<file path="src/rtl/simd_lane_acc_if.sv">
// simd_lane_acc_if: control, beat-input and result-output bundle for the
// lane-wise SIMD accumulator. The master side is the upstream adder plus
// the downstream consumer; the slave side is the accumulator itself.
interface simd_lane_acc_if #(
    parameter int LEN_W = 4
);
    // Run control, sampled by the accumulator only while idle
    logic             start;
    logic [LEN_W-1:0] len;
    logic             h;
    logic             c;
    logic             x;

    // Beat input from the SIMD adder
    logic             in_valid;
    logic             in_ready;
    logic [7:0]       in_sum;
    logic             in_cout;

    // Accumulated result towards the consumer
    logic             out_valid;
    logic             out_ready;
    logic [7:0]       out_acc;
    logic [3:0]       out_ovf;
    logic             busy;

    modport master (
        output start, len, h, c, x,
        output in_valid, in_sum, in_cout,
        output out_ready,
        input  in_ready, out_valid, out_acc, out_ovf, busy
    );

    modport slave (
        input  start, len, h, c, x,
        input  in_valid, in_sum, in_cout,
        input  out_ready,
        output in_ready, out_valid, out_acc, out_ovf, busy
    );
endinterface

</file>
<file path="src/rtl/simd_lane_acc.sv">
// simd_lane_acc: accumulates a programmed number of packed 8-bit sums from
// the SIMD adder, lane by lane (1x8, 2x4 or 4x2), with per-lane sticky
// overflow flags. Carries never cross a lane boundary.
// Optional build macro SIMD_LANE_ACC_SAT_EN: when defined, a lane that
// carries saturates to all-ones instead of wrapping.
module simd_lane_acc #(
    parameter int LEN_W = 4
) (
    input  logic              clk,
    input  logic              rst,
    simd_lane_acc_if.slave    bus
);

    typedef enum logic [1:0] {
        S_IDLE = 2'd0,
        S_ACC  = 2'd1,
        S_DONE = 2'd2
    } state_e;

    typedef enum logic [1:0] {
        M_1X8 = 2'd0,
        M_2X4 = 2'd1,
        M_4X2 = 2'd2
    } mode_e;

    state_e           state_q;
    mode_e            mode_q;
    logic [LEN_W-1:0] len_q;
    logic [LEN_W-1:0] cnt_q;
    logic [LEN_W-1:0] cnt_d;
    logic [7:0]       acc_q;
    logic [7:0]       acc_d;
    logic [3:0]       ovf_q;
    logic [3:0]       ovf_d;
    logic             in_ready_q;
    logic             out_valid_q;
    logic             busy_q;
    logic             beat_fire;

    // X wins over everything; no flags at all also means one wide lane.
    function automatic mode_e mode_decode(input logic hh, input logic cc, input logic xx);
        mode_e m;
        if (xx || (!hh && !cc)) begin
            m = M_1X8;
        end else if (hh) begin
            m = M_2X4;
        end else begin
            m = M_4X2;
        end
        return m;
    endfunction

    // Lane-partitioned add. Returns {lane carries, packed lane sums}.
    // In 1x8 mode the adder's own carry-out also marks lane 0 as overflowed,
    // but only a carry out of the accumulator lane triggers saturation.
    function automatic logic [11:0] lane_add(input logic [7:0] a,
                                             input logic [7:0] b,
                                             input mode_e      m,
                                             input logic       cout);
        logic [7:0] sum;
        logic [3:0] ovf;
        logic [8:0] s8;
        logic [4:0] s4;
        logic [2:0] s2;
        sum = '0;
        ovf = '0;
        s8  = '0;
        s4  = '0;
        s2  = '0;
        case (m)
            M_2X4: begin
                for (int i = 0; i < 2; i++) begin
                    s4 = {1'b0, a[4*i +: 4]} + {1'b0, b[4*i +: 4]};
                    sum[4*i +: 4] = s4[3:0];
                    ovf[i] = s4[4];
`ifdef SIMD_LANE_ACC_SAT_EN
                    if (s4[4]) begin
                        sum[4*i +: 4] = 4'hF;
                    end
`endif
                end
            end
            M_4X2: begin
                for (int i = 0; i < 4; i++) begin
                    s2 = {1'b0, a[2*i +: 2]} + {1'b0, b[2*i +: 2]};
                    sum[2*i +: 2] = s2[1:0];
                    ovf[i] = s2[2];
`ifdef SIMD_LANE_ACC_SAT_EN
                    if (s2[2]) begin
                        sum[2*i +: 2] = 2'h3;
                    end
`endif
                end
            end
            default: begin
                s8 = {1'b0, a} + {1'b0, b};
                sum = s8[7:0];
                ovf[0] = s8[8] | cout;
`ifdef SIMD_LANE_ACC_SAT_EN
                if (s8[8]) begin
                    sum = 8'hFF;
                end
`endif
            end
        endcase
        return {ovf, sum};
    endfunction

    // A beat is taken whenever the block is accumulating and upstream offers one;
    // in_ready is exactly "state is ACC", so no combinational path from in_valid.
    assign beat_fire = (state_q == S_ACC) && bus.in_valid;
    assign cnt_d     = cnt_q + {{(LEN_W-1){1'b0}}, 1'b1};

    // Next accumulator value and sticky overflow for the beat on the bus
    always_comb begin
        logic [11:0] res;
        res   = lane_add(acc_q, bus.in_sum, mode_q, bus.in_cout);
        acc_d = res[7:0];
        ovf_d = ovf_q | res[11:8];
    end

    // Control FSM with registered handshake outputs and result registers
    always_ff @(posedge clk) begin
        if (rst) begin
            state_q     <= S_IDLE;
            mode_q      <= M_1X8;
            len_q       <= '0;
            cnt_q       <= '0;
            acc_q       <= '0;
            ovf_q       <= '0;
            in_ready_q  <= 1'b0;
            out_valid_q <= 1'b0;
            busy_q      <= 1'b0;
        end else begin
            case (state_q)
                S_IDLE: begin
                    if (bus.start) begin
                        acc_q  <= '0;
                        ovf_q  <= '0;
                        cnt_q  <= '0;
                        len_q  <= bus.len;
                        mode_q <= mode_decode(bus.h, bus.c, bus.x);
                        busy_q <= 1'b1;
                        if (bus.len == '0) begin
                            state_q     <= S_DONE;
                            out_valid_q <= 1'b1;
                        end else begin
                            state_q    <= S_ACC;
                            in_ready_q <= 1'b1;
                        end
                    end
                end
                S_ACC: begin
                    if (beat_fire) begin
                        acc_q <= acc_d;
                        ovf_q <= ovf_d;
                        cnt_q <= cnt_d;
                        if (cnt_d == len_q) begin
                            state_q     <= S_DONE;
                            in_ready_q  <= 1'b0;
                            out_valid_q <= 1'b1;
                        end
                    end
                end
                S_DONE: begin
                    if (bus.out_ready) begin
                        state_q     <= S_IDLE;
                        out_valid_q <= 1'b0;
                        busy_q      <= 1'b0;
                    end
                end
                default: begin
                    state_q     <= S_IDLE;
                    in_ready_q  <= 1'b0;
                    out_valid_q <= 1'b0;
                    busy_q      <= 1'b0;
                end
            endcase
        end
    end

    assign bus.in_ready  = in_ready_q;
    assign bus.out_valid = out_valid_q;
    assign bus.out_acc   = acc_q;
    assign bus.out_ovf   = ovf_q;
    assign bus.busy      = busy_q;

endmodule

</file>
<file path="src/flat_wrapper.sv">
// flat-port wrapper written by rule: the top's interface ports become plain ports
module simd_lane_acc_flat 
#(
    parameter int LEN_W = 4
)
  (clk, rst, bus_start, bus_len, bus_h, bus_c, bus_x, bus_in_valid, bus_in_sum, bus_in_cout, bus_out_ready, bus_in_ready, bus_out_valid, bus_out_acc, bus_out_ovf, bus_busy);
  simd_lane_acc_if #(.LEN_W(LEN_W)) bus_i ();
  input  logic clk;
  input  logic rst;
  input wire logic [$bits(bus_i.start)-1:0] bus_start;
  input wire logic [$bits(bus_i.len)-1:0] bus_len;
  input wire logic [$bits(bus_i.h)-1:0] bus_h;
  input wire logic [$bits(bus_i.c)-1:0] bus_c;
  input wire logic [$bits(bus_i.x)-1:0] bus_x;
  input wire logic [$bits(bus_i.in_valid)-1:0] bus_in_valid;
  input wire logic [$bits(bus_i.in_sum)-1:0] bus_in_sum;
  input wire logic [$bits(bus_i.in_cout)-1:0] bus_in_cout;
  input wire logic [$bits(bus_i.out_ready)-1:0] bus_out_ready;
  output wire logic [$bits(bus_i.in_ready)-1:0] bus_in_ready;
  output wire logic [$bits(bus_i.out_valid)-1:0] bus_out_valid;
  output wire logic [$bits(bus_i.out_acc)-1:0] bus_out_acc;
  output wire logic [$bits(bus_i.out_ovf)-1:0] bus_out_ovf;
  output wire logic [$bits(bus_i.busy)-1:0] bus_busy;
  assign bus_i.start = bus_start;
  assign bus_i.len = bus_len;
  assign bus_i.h = bus_h;
  assign bus_i.c = bus_c;
  assign bus_i.x = bus_x;
  assign bus_i.in_valid = bus_in_valid;
  assign bus_i.in_sum = bus_in_sum;
  assign bus_i.in_cout = bus_in_cout;
  assign bus_i.out_ready = bus_out_ready;
  assign bus_in_ready = bus_i.in_ready;
  assign bus_out_valid = bus_i.out_valid;
  assign bus_out_acc = bus_i.out_acc;
  assign bus_out_ovf = bus_i.out_ovf;
  assign bus_busy = bus_i.busy;
  simd_lane_acc #(.LEN_W(LEN_W)) u_core (.clk(clk), .rst(rst), .bus(bus_i));
endmodule
</file>
<file path="config.mk">
export PLATFORM = sky130hd
export DESIGN_NAME = simd_lane_acc_flat
export DESIGN_NICKNAME = d
export VERILOG_FILES = /design/src/rtl/simd_lane_acc_if.sv /design/src/rtl/simd_lane_acc.sv /design/src/flat_wrapper.sv
export SDC_FILE = /design/constraint.sdc
export NUM_CORES = 1
export LEC_CHECK = 0
export CAP_MARGIN = 20
export CORE_MARGIN = 2
export CORE_UTILIZATION = 46
export DETAILED_ROUTE_END_ITERATION = 7
export HOLD_SLACK_MARGIN = 0.05
export PLACE_DENSITY = 0.76
export SKIP_CTS_REPAIR_TIMING = 1
export SYNTH_ARGS = -nofsm -noshare
export SYNTH_HDL_FRONTEND = slang
export SYNTH_SLANG_ARGS = --single-unit
</file>
<file path="constraint.sdc">
create_clock -name clk -period 2 [get_ports clk]
set_input_delay 0.3 -clock clk [delete_from_list [all_inputs] [get_ports clk]]
set_output_delay 0.3 -clock clk [all_outputs]
set_load 0.1 [all_outputs]
</file>
==> out/summary.json, run 1 <==
{
  "synth": {
    "seq_area_frac_synth_pct": 30.9,
    "synth-seq-cells": 27,
    "synth_area_leaders": "dfxtp_1 (31%), ha_1 (7.9%), a21oi_1 (5.7%)",
    "share_of_cell_area_taken_by_muxes_after_synthesis_pct": 3.50,
    "synth_area_per_cell_um2": 8.50,
    "synthesis.yosys.warnings": 0,
    "synth_xor_area_share_pct": 4.50,
    "netlist.area_leader.share_pct": 30.9,
    "synth_compound_gate_area_share_pct": 20.9,
    "synth_fp_nets": 242,
    "synth_fa_ha_area_share_pct": 12.4,
    "synth.cell_area_um2": 1750,
    "ys_dominant_reg_cell": "dfxtp_1",
    "synthSimpleGateAreaFrac_pct": 22.7,
    "syn_inst": 206,
    "asyncSetResetFlopFracSynth_pct": 0,
    "edff_count_synth": 0,
    "synth_top_family_by_area": "simple AND/OR/NAND/NOR gates",
    "cell_variety_after_synth": 54,
    "synth_largest_area_cell": "dfxtp_1"
  },
  "flow_run": {
    "maxCapViolCount": 0
  },
  "setup_path": {
    "critPathRequiredTime_ns": 2.24,
    "path_class": "input pin to flip-flop",
    "critical_path_arrival_ns": 2.15,
    "critical_path.max_fanout": 2,
    "timing.critical_path.from_type": "input pin",
    "critPathCaptureType": "flip-flop",
    "r2r_cells": 7
  },
  "floorplan": {
    "core-area_um2": 3660,
    "floorplan.die.width_um": 65.7,
    "die_h_um": 65.7,
    "die-area_um2": 4320,
    "placement_rows": 22,
    "ioPinCount": 36,
    "initial_core_util_pct": 47.8
  },
  "clocking": {
    "worst_skew_pair.late_latency_ns": 0.28,
    "numClockSinks": 27,
    "clock_tree.root_cell": "clkbuf_8",
    "tritoncts": "built",
    "clkSlewWorstSetupHoldPaths_ns": 0.11,
    "clock_path_buffers": 2,
    "tritoncts.num_buffers": 3,
    "ctsHtreeMaxLevel": 1
  },
  "sta": {
    "worst_slew_margin_rel_pct": 69.6,
    "finalMaxSlewViolations": 0,
    "rsz0062_at_grt": "false",
    "min_period_over_period_pct": 95.4,
    "fin_ws_ns": 0.0924,
    "max_freq_ghz": 0.524,
    "post-route-min-period_ns": 1.91,
    "post_route_skew_ns": 0.00644,
    "final-hold-violation-count": 0,
    "setup_tns_ns": 0,
    "setup_viol_count_final": 0,
    "timing_worst_slew_pin_value_ns": 0.455
  },
  "drt": {
    "detail-route-antenna-nets": 0,
    "wire_length_reported_by_the_detailed_router_mm": 4.28,
    "routedWlPerCell_um": 14.2,
    "dr_vias": 1688,
    "drt_first_pass_iters": 4,
    "avgViaCountPerCell": 5.59,
    "drc": 0,
    "detail_route.iter0.violations": 136
  },
  "hold_path": {
    "hp-class": "flip-flop to flip-flop",
    "worst_hold_path.num_cells": 1
  },
  "placement": {
    "dp_worst_setup_slack_ns": -0.251,
    "io_buffers": 35,
    "numPlacedInstances": 298,
    "post_dp_cell_area_um2": 2260,
    "detailed_place_hpwl_mm": 3.31,
    "place.gp.congestion": 0.893
  },
  "final_layout": {
    "number_of_antenna_cells_inserted": 0,
    "final_nets": 291,
    "area_growth_pct": 33.6,
    "fillcell_total": 331,
    "finalInstanceArea_um2": 2340,
    "final_util_pct": 63.9,
    "drive_gt1_share_pct": 28.0,
    "final_cells": 302
  },
  "grt": {
    "groute.usage.overall_pct": 21.2,
    "global_route_wire_length_before_repair_mm": 7.18,
    "overflow": 0,
    "grt_max_degree": 18,
    "via_count_of_the_first_global_routing_pass": 1602,
    "antenna_violations_before_repair": 0
  },
  "pwr": {
    "power-per-cell-area_nw_per_um2": 584,
    "total_leakage_power_nw": 0.936,
    "ir_drop_mv": 0.635
  },
  "run_status": {
    "outcome": "finished, final reports clean"
  }
}
==> report_power, final <==
group	total [mW]	internal [mW]	switching, mW	leakage [nW]
clock	0.346	0.147	0.200	0.0261
combinational	0.437	0.174	0.262	0.685
sequential	0.583	0.561	0.0222	0.225
==> worst paths after layout <==
kind / to / startpoint / slack [ns]
min: u_core.bus.out_ovf[0] / u_core.bus.out_ovf[0] / 0.48
max reg2reg: u_core.bus.out_acc[6] / u_core.bus.out_acc[0] / 0.19
min reg2reg: u_core.bus.out_ovf[0] / u_core.bus.out_ovf[0] / 0.48
max: u_core.bus.out_ovf[0] / bus_in_sum[2] / 0.09
==> routing by layer <==
metal | GRT usage [%] | vias up | wire length (um)
met5 | 0 | - | 0
met4 | 4.43 | 0 | 50
met3 | 4.45 | 8 | 236
met2 | 37.9 | 47 | 2180
met1 | 26.0 | 793 | 1810
li1 | - | 840 | -
==> registers in the layout, indices dropped and copies added (netlist names) <==
signal / flops
u_core.cnt_q: 4
u_core.bus.out_acc: 8
u_core.len_q: 4
u_core.bus.out_ovf: 4
u_core.bus.in_ready: 1
u_core.bus.busy: 1
u_core.state_q: 2
u_core.bus.out_valid: 1
u_core.mode_q: 2
==> cells in the mapped netlist, drive strengths merged (3+ instances only) <==
| cell | instances |
|---|---|
| nand3 | 6 |
| o21a | 3 |
| or2 | 4 |
| xor2 | 3 |
| a21oi | 21 |
| nor2 | 21 |
| fa | 4 |
| nor3b | 3 |
| nand3b | 3 |
| mux2i | 5 |
| dfxtp | 27 |
| clkbuf | 6 |
| ha | 11 |
| a31oi | 7 |
| nand2 | 16 |
| inv | 10 |
| xnor2 | 6 |
| buf | 5 |
| o21ai | 7 |
| nor3 | 8 |
| nor2b | 3 |
==> final cells by class <==
type | count | area [um2] | area share [%]
Timing Repair Buffer | 55 | 475 | 20.3
Clock buffer | 3 | 41.3 | 1.76
Clock inverter | 1 | 8.76 | 0.374
Multi-Input combinational cell | 158 | 1160 | 49.5
Sequential cell | 27 | 558 | 23.9
Tap cell | 48 | 60.1 | 2.57
Inverter | 10 | 37.5 | 1.60
==> placed cells by master, fill, tap and decap left out, types with 2 or more instances in the layout <==
cell type	count
a221oi_1	2
a21o_1	2
clkdlybuf4s50_1	20
fa_1	2
nand3_1	5
a41oi_2	2
clkbuf_8	3
o21ai_2	2
nor2b_1	2
nor2_1	20
a31oi_1	7
nand3b_1	3
mux2i_1	5
a21oi_1	20
inv_1	10
dfxtp_4	3
dfxtp_1	19
fa_2	2
nand2_2	2
buf_4	34
nand2_1	14
o21ai_0	4
dfxtp_2	5
a22oi_1	2
ha_2	2
nor3_1	7
xor2_1	3
o21a_1	3
xnor2_1	6
or2_2	3
ha_1	9
nor3b_1	3
==> worst max-delay path, stage by stage <==
cell	delay [ns]
clkdlybuf4s50_1	0.46
ha_2	0.17
inv_1	0.06
fa_1	0.39
buf_4	0.15
a21oi_1	0.23
nor4b_2	0.08
nor3_1	0.19
o21a_1	0.12
==> through the flow <==
step / hold slack [ns] / total power [mW]
after floorplan: 0.447 / 0.880
after global placement: 0.454 / 1.02
after detailed placement: 0.459 / 1.02
after CTS: 0.485 / 1.37
after global routing: 0.505 / 1.43
final: 0.481 / 1.37
==> kinds of logic (layout without fill, tap and decap cells) <==
group | Yosys count | count (layout)
adders and majority gates | 15 | 15
DFF | 27 | 27
buffers and inverters | 21 | 69
muxes | 6 | 6
xor gates and xnor gates | 9 | 9
and+or+nand+nor | 73 | 73
AOI/OAI and AO/OA | 55 | 55
No activity file was read; power rests on OpenSTA's default activity.
==> inputs of run 2 (changes only) <==
--- a/config.mk
+++ b/config.mk
@@ -7,10 +7,10 @@
 export LEC_CHECK = 0
 export CAP_MARGIN = 20
 export CORE_MARGIN = 2
-export CORE_UTILIZATION = 46
+export CORE_UTILIZATION = 51
 export DETAILED_ROUTE_END_ITERATION = 7
 export HOLD_SLACK_MARGIN = 0.05
-export PLACE_DENSITY = 0.76
+export PLACE_DENSITY = 0.8
 export SKIP_CTS_REPAIR_TIMING = 1
 export SYNTH_ARGS = -nofsm -noshare
 export SYNTH_HDL_FRONTEND = slang
==> constraint.sdc (replaced) <==
create_clock -name clk -period 1.8 [get_ports clk]
set_input_delay 0.27 -clock clk [delete_from_list [all_inputs] [get_ports clk]]
set_output_delay 0.27 -clock clk [all_outputs]
set_load 0.1 [all_outputs]
==> out/summary.json, run 2 (same netlist as run 1, synthesis figures left out) <==
{
  "run_status": {
    "outcome": "finished, final reports clean"
  },
  "drt": {
    "detail_route.iter0.violations": {"value": 67, "change": "-51%"},
    "drc": {"value": 0, "change": "unchanged"},
    "routedWlPerCell": {"value": 14.2, "unit": "um", "change": "+0.53%"},
    "detail-route-antenna-nets": {"value": 0, "change": "unchanged"},
    "drt_first_pass_iters": {"value": 4, "change": "unchanged"},
    "wire_length_reported_by_the_detailed_router": {"value": 4.33, "unit": "mm", "change": "+1.2%"},
    "avgViaCountPerCell": {"value": 5.58, "change": "-0.25%"},
    "dr_vias": {"value": 1695, "change": "+0.41%"}
  },
  "final_layout": {
    "finalInstanceArea": {"value": 2400, "unit": "um2", "change": "+2.5%"},
    "final_nets": {"value": 295, "change": "+1.4%"},
    "most-common-layout-cells": "buf_4 (38), nor2_1 (20), a21oi_1 (20), clkdlybuf4s50_1 (19), dfxtp_1 (19)",
    "area_growth_pct": 36.9,
    "largest_register_ff_count": {"value": 8, "change": "unchanged"},
    "drive_gt1_share": {"value": 29.8, "unit": "%", "change": "+1.9 points"},
    "layout.cells.most_common": "buf_4",
    "number_of_antenna_cells_inserted": {"value": 0, "change": "unchanged"}
  },
  "clocking": {
    "ctsHtreeMaxLevel": {"value": 1, "change": "unchanged"},
    "tritoncts.num_buffers": {"value": 3, "change": "unchanged"},
    "numClockSinks": {"value": 27, "change": "unchanged"},
    "clock_path_buffers": {"value": 2, "change": "unchanged"},
    "clkSlewWorstSetupHoldPaths": {"value": 0.15, "unit": "ns", "change": "+0.04 ns"},
    "clock_tree.root_cell": "clkbuf_4",
    "worst_skew_pair.late_latency": {"value": 0.34, "unit": "ns", "change": "+0.06 ns"},
    "tritoncts": "built"
  },
  "setup_path": {
    "path_cells": "ha_4, fa_2, nand3_2, nand2_4, a41oi_2, mux2_4, a31oi_1",
    "timing.critical_path.max_delay_family": "adder cells",
    "r2r_cells": {"value": 7, "change": "unchanged"},
    "critPathCaptureType": "flip-flop",
    "critical_path_arrival": {"value": 2.03, "unit": "ns", "change": "-0.12 ns"},
    "max_stage_delay": {"value": 0.39, "unit": "ns", "change": "-0.07 ns"},
    "path_class": "flip-flop to flip-flop",
    "critical_path.max_fanout": {"value": 4, "change": "+2"},
    "timing.critical_path.from_type": "flip-flop",
    "number_of_buffers_and_inverters_on_the_critical_path": {"value": 0, "change": "-3"},
    "critical_path_depth": {"value": 7, "change": "-2"},
    "critPathSlowestCell": "dfxtp_4",
    "critPathRequiredTime": {"value": 2.08, "unit": "ns", "change": "-0.16 ns"}
  },
  "placement": {
    "place.gp.congestion": {"value": 0.834, "change": "-6.6%"},
    "io_buffers": {"value": 35, "change": "unchanged"},
    "post_dp_cell_area": {"value": 2350, "unit": "um2", "change": "+4.1%"},
    "detailed_place_hpwl": {"value": 3.35, "unit": "mm", "change": "+1.4%"}
  },
  "hold_path": {
    "worst_hold_path.num_cells": {"value": 4, "change": "+3"},
    "hp-class": "input pin to flip-flop"
  },
  "sta": {
    "setup_tns": {"value": 0, "unit": "ns", "change": "unchanged"},
    "max_freq_ghz": 0.569,
    "timing_worst_slew_pin_value": {"value": 0.425, "unit": "ns", "change": "-0.0296 ns"},
    "final-hold-violation-count": {"value": 0, "change": "unchanged"},
    "post-route-min-period_ns": 1.76,
    "setup_viol_count_final": {"value": 0, "change": "unchanged"},
    "finalMaxSlewViolations": {"value": 0, "change": "unchanged"},
    "post_route_skew": {"value": 0.00758, "unit": "ns", "change": "+0.00114 ns"},
    "min_period_over_period_pct": 97.6,
    "worst_slew_margin_rel": {"value": 71.6, "unit": "%", "change": "+2.0 points"}
  },
  "pwr": {
    "power-per-cell-area": {"value": 597, "unit": "nW/um2", "change": "+2.3%"},
    "total_leakage_power": {"value": 0.959, "unit": "nW", "change": "+2.5%"},
    "ir_drop": {"value": 0.421, "unit": "mV", "change": "-34%"}
  },
  "grt": {
    "grt_max_degree": {"value": 16, "change": "-2"},
    "global_route_wire_length_before_repair": {"value": 7.37, "unit": "mm", "change": "+2.7%"},
    "via_count_of_the_first_global_routing_pass": {"value": 1700, "change": "+6.1%"},
    "antenna_violations_before_repair": {"value": 0, "change": "unchanged"},
    "overflow": {"value": 0, "change": "unchanged"},
    "groute.usage.overall": {"value": 23.0, "unit": "%", "change": "+1.8 points"}
  },
  "flow_run": {
    "maxCapViolCount": {"value": 0, "change": "unchanged"}
  },
  "floorplan": {
    "placement_rows": {"value": 21, "change": "-4.5%"},
    "core-area": {"value": 3310, "unit": "um2", "change": "-9.6%"},
    "ioPinCount": {"value": 36, "change": "unchanged"},
    "floorplan.die.width": {"value": 62.6, "unit": "um", "change": "-4.7%"},
    "die_h": {"value": 62.6, "unit": "um", "change": "-4.7%"},
    "die-area": {"value": 3920, "unit": "um2", "change": "-9.2%"},
    "initial_core_util": {"value": 52.9, "unit": "%", "change": "+5.1 points"}
  }
}
-- run 2: metal layers --
| layer | vias up | GRT usage [%] | wire [um] |
|---|---|---|---|
| met5 | - | 0 | 0 |
| met4 | 0 | 7.78 | 57 |
| met3 | 7 | 3.78 | 169 |
| met2 | 42 | 39.1 | 2170 |
| met1 | 801 | 29.6 | 1930 |
| li1 | 845 | - | - |
-- run 2: cell type report --
cell class / instances / area, um2
Timing Repair Buffer: 59 / 508
Clock buffer: 4 / 26.3
Multi-Input combinational cell: 158 / 1200
Tap cell: 46 / 57.6
Inverter: 10 / 37.5
Sequential cell: 27 / 571
Fill cell: 285 / 913
-- run 2: worst reg2reg max path, cell delays in order (launching register included) --
cell	delay, ns
dfxtp_4	0.39
ha_4	0.17
fa_2	0.37
nand3_2	0.10
nand2_4	0.06
a41oi_2	0.15
mux2_4	0.32
a31oi_1	0.14
-- run 2: through the flow --
stage          std cells  hold WS, ns  power (mW)  utilization (%)  setup slack (ns)
2_1_floorplan        206        0.417       0.982                -          -0.00953
3_3_place_gp         300        0.473        1.15             71.1            -0.302
3_5_place_dp         300        0.476        1.16             71.1            -0.331
4_1_cts              304        0.482        1.43             71.9            0.0439
5_1_grt              304        0.430        1.51             72.4          -0.00274
6_report             304        0.409        1.43             72.4            0.0423
-- run 2: path summary, 6_finish.rpt --
path,startpoint,endpoint,slack [ns]
min,bus_in_sum[0],u_core.bus.out_acc[0],0.41
min reg2reg,u_core.bus.out_acc[4],u_core.bus.out_acc[4],0.50
max reg2reg,u_core.bus.out_acc[0],u_core.bus.out_acc[6],0.04
max,u_core.bus.out_acc[0],u_core.bus.out_acc[6],0.04
-- run 2: power breakdown --
group	switching, mW	internal [mW]
combinational	0.297	0.209
sequential	0.0255	0.619
clock	0.193	0.0873
total	0.516	0.915
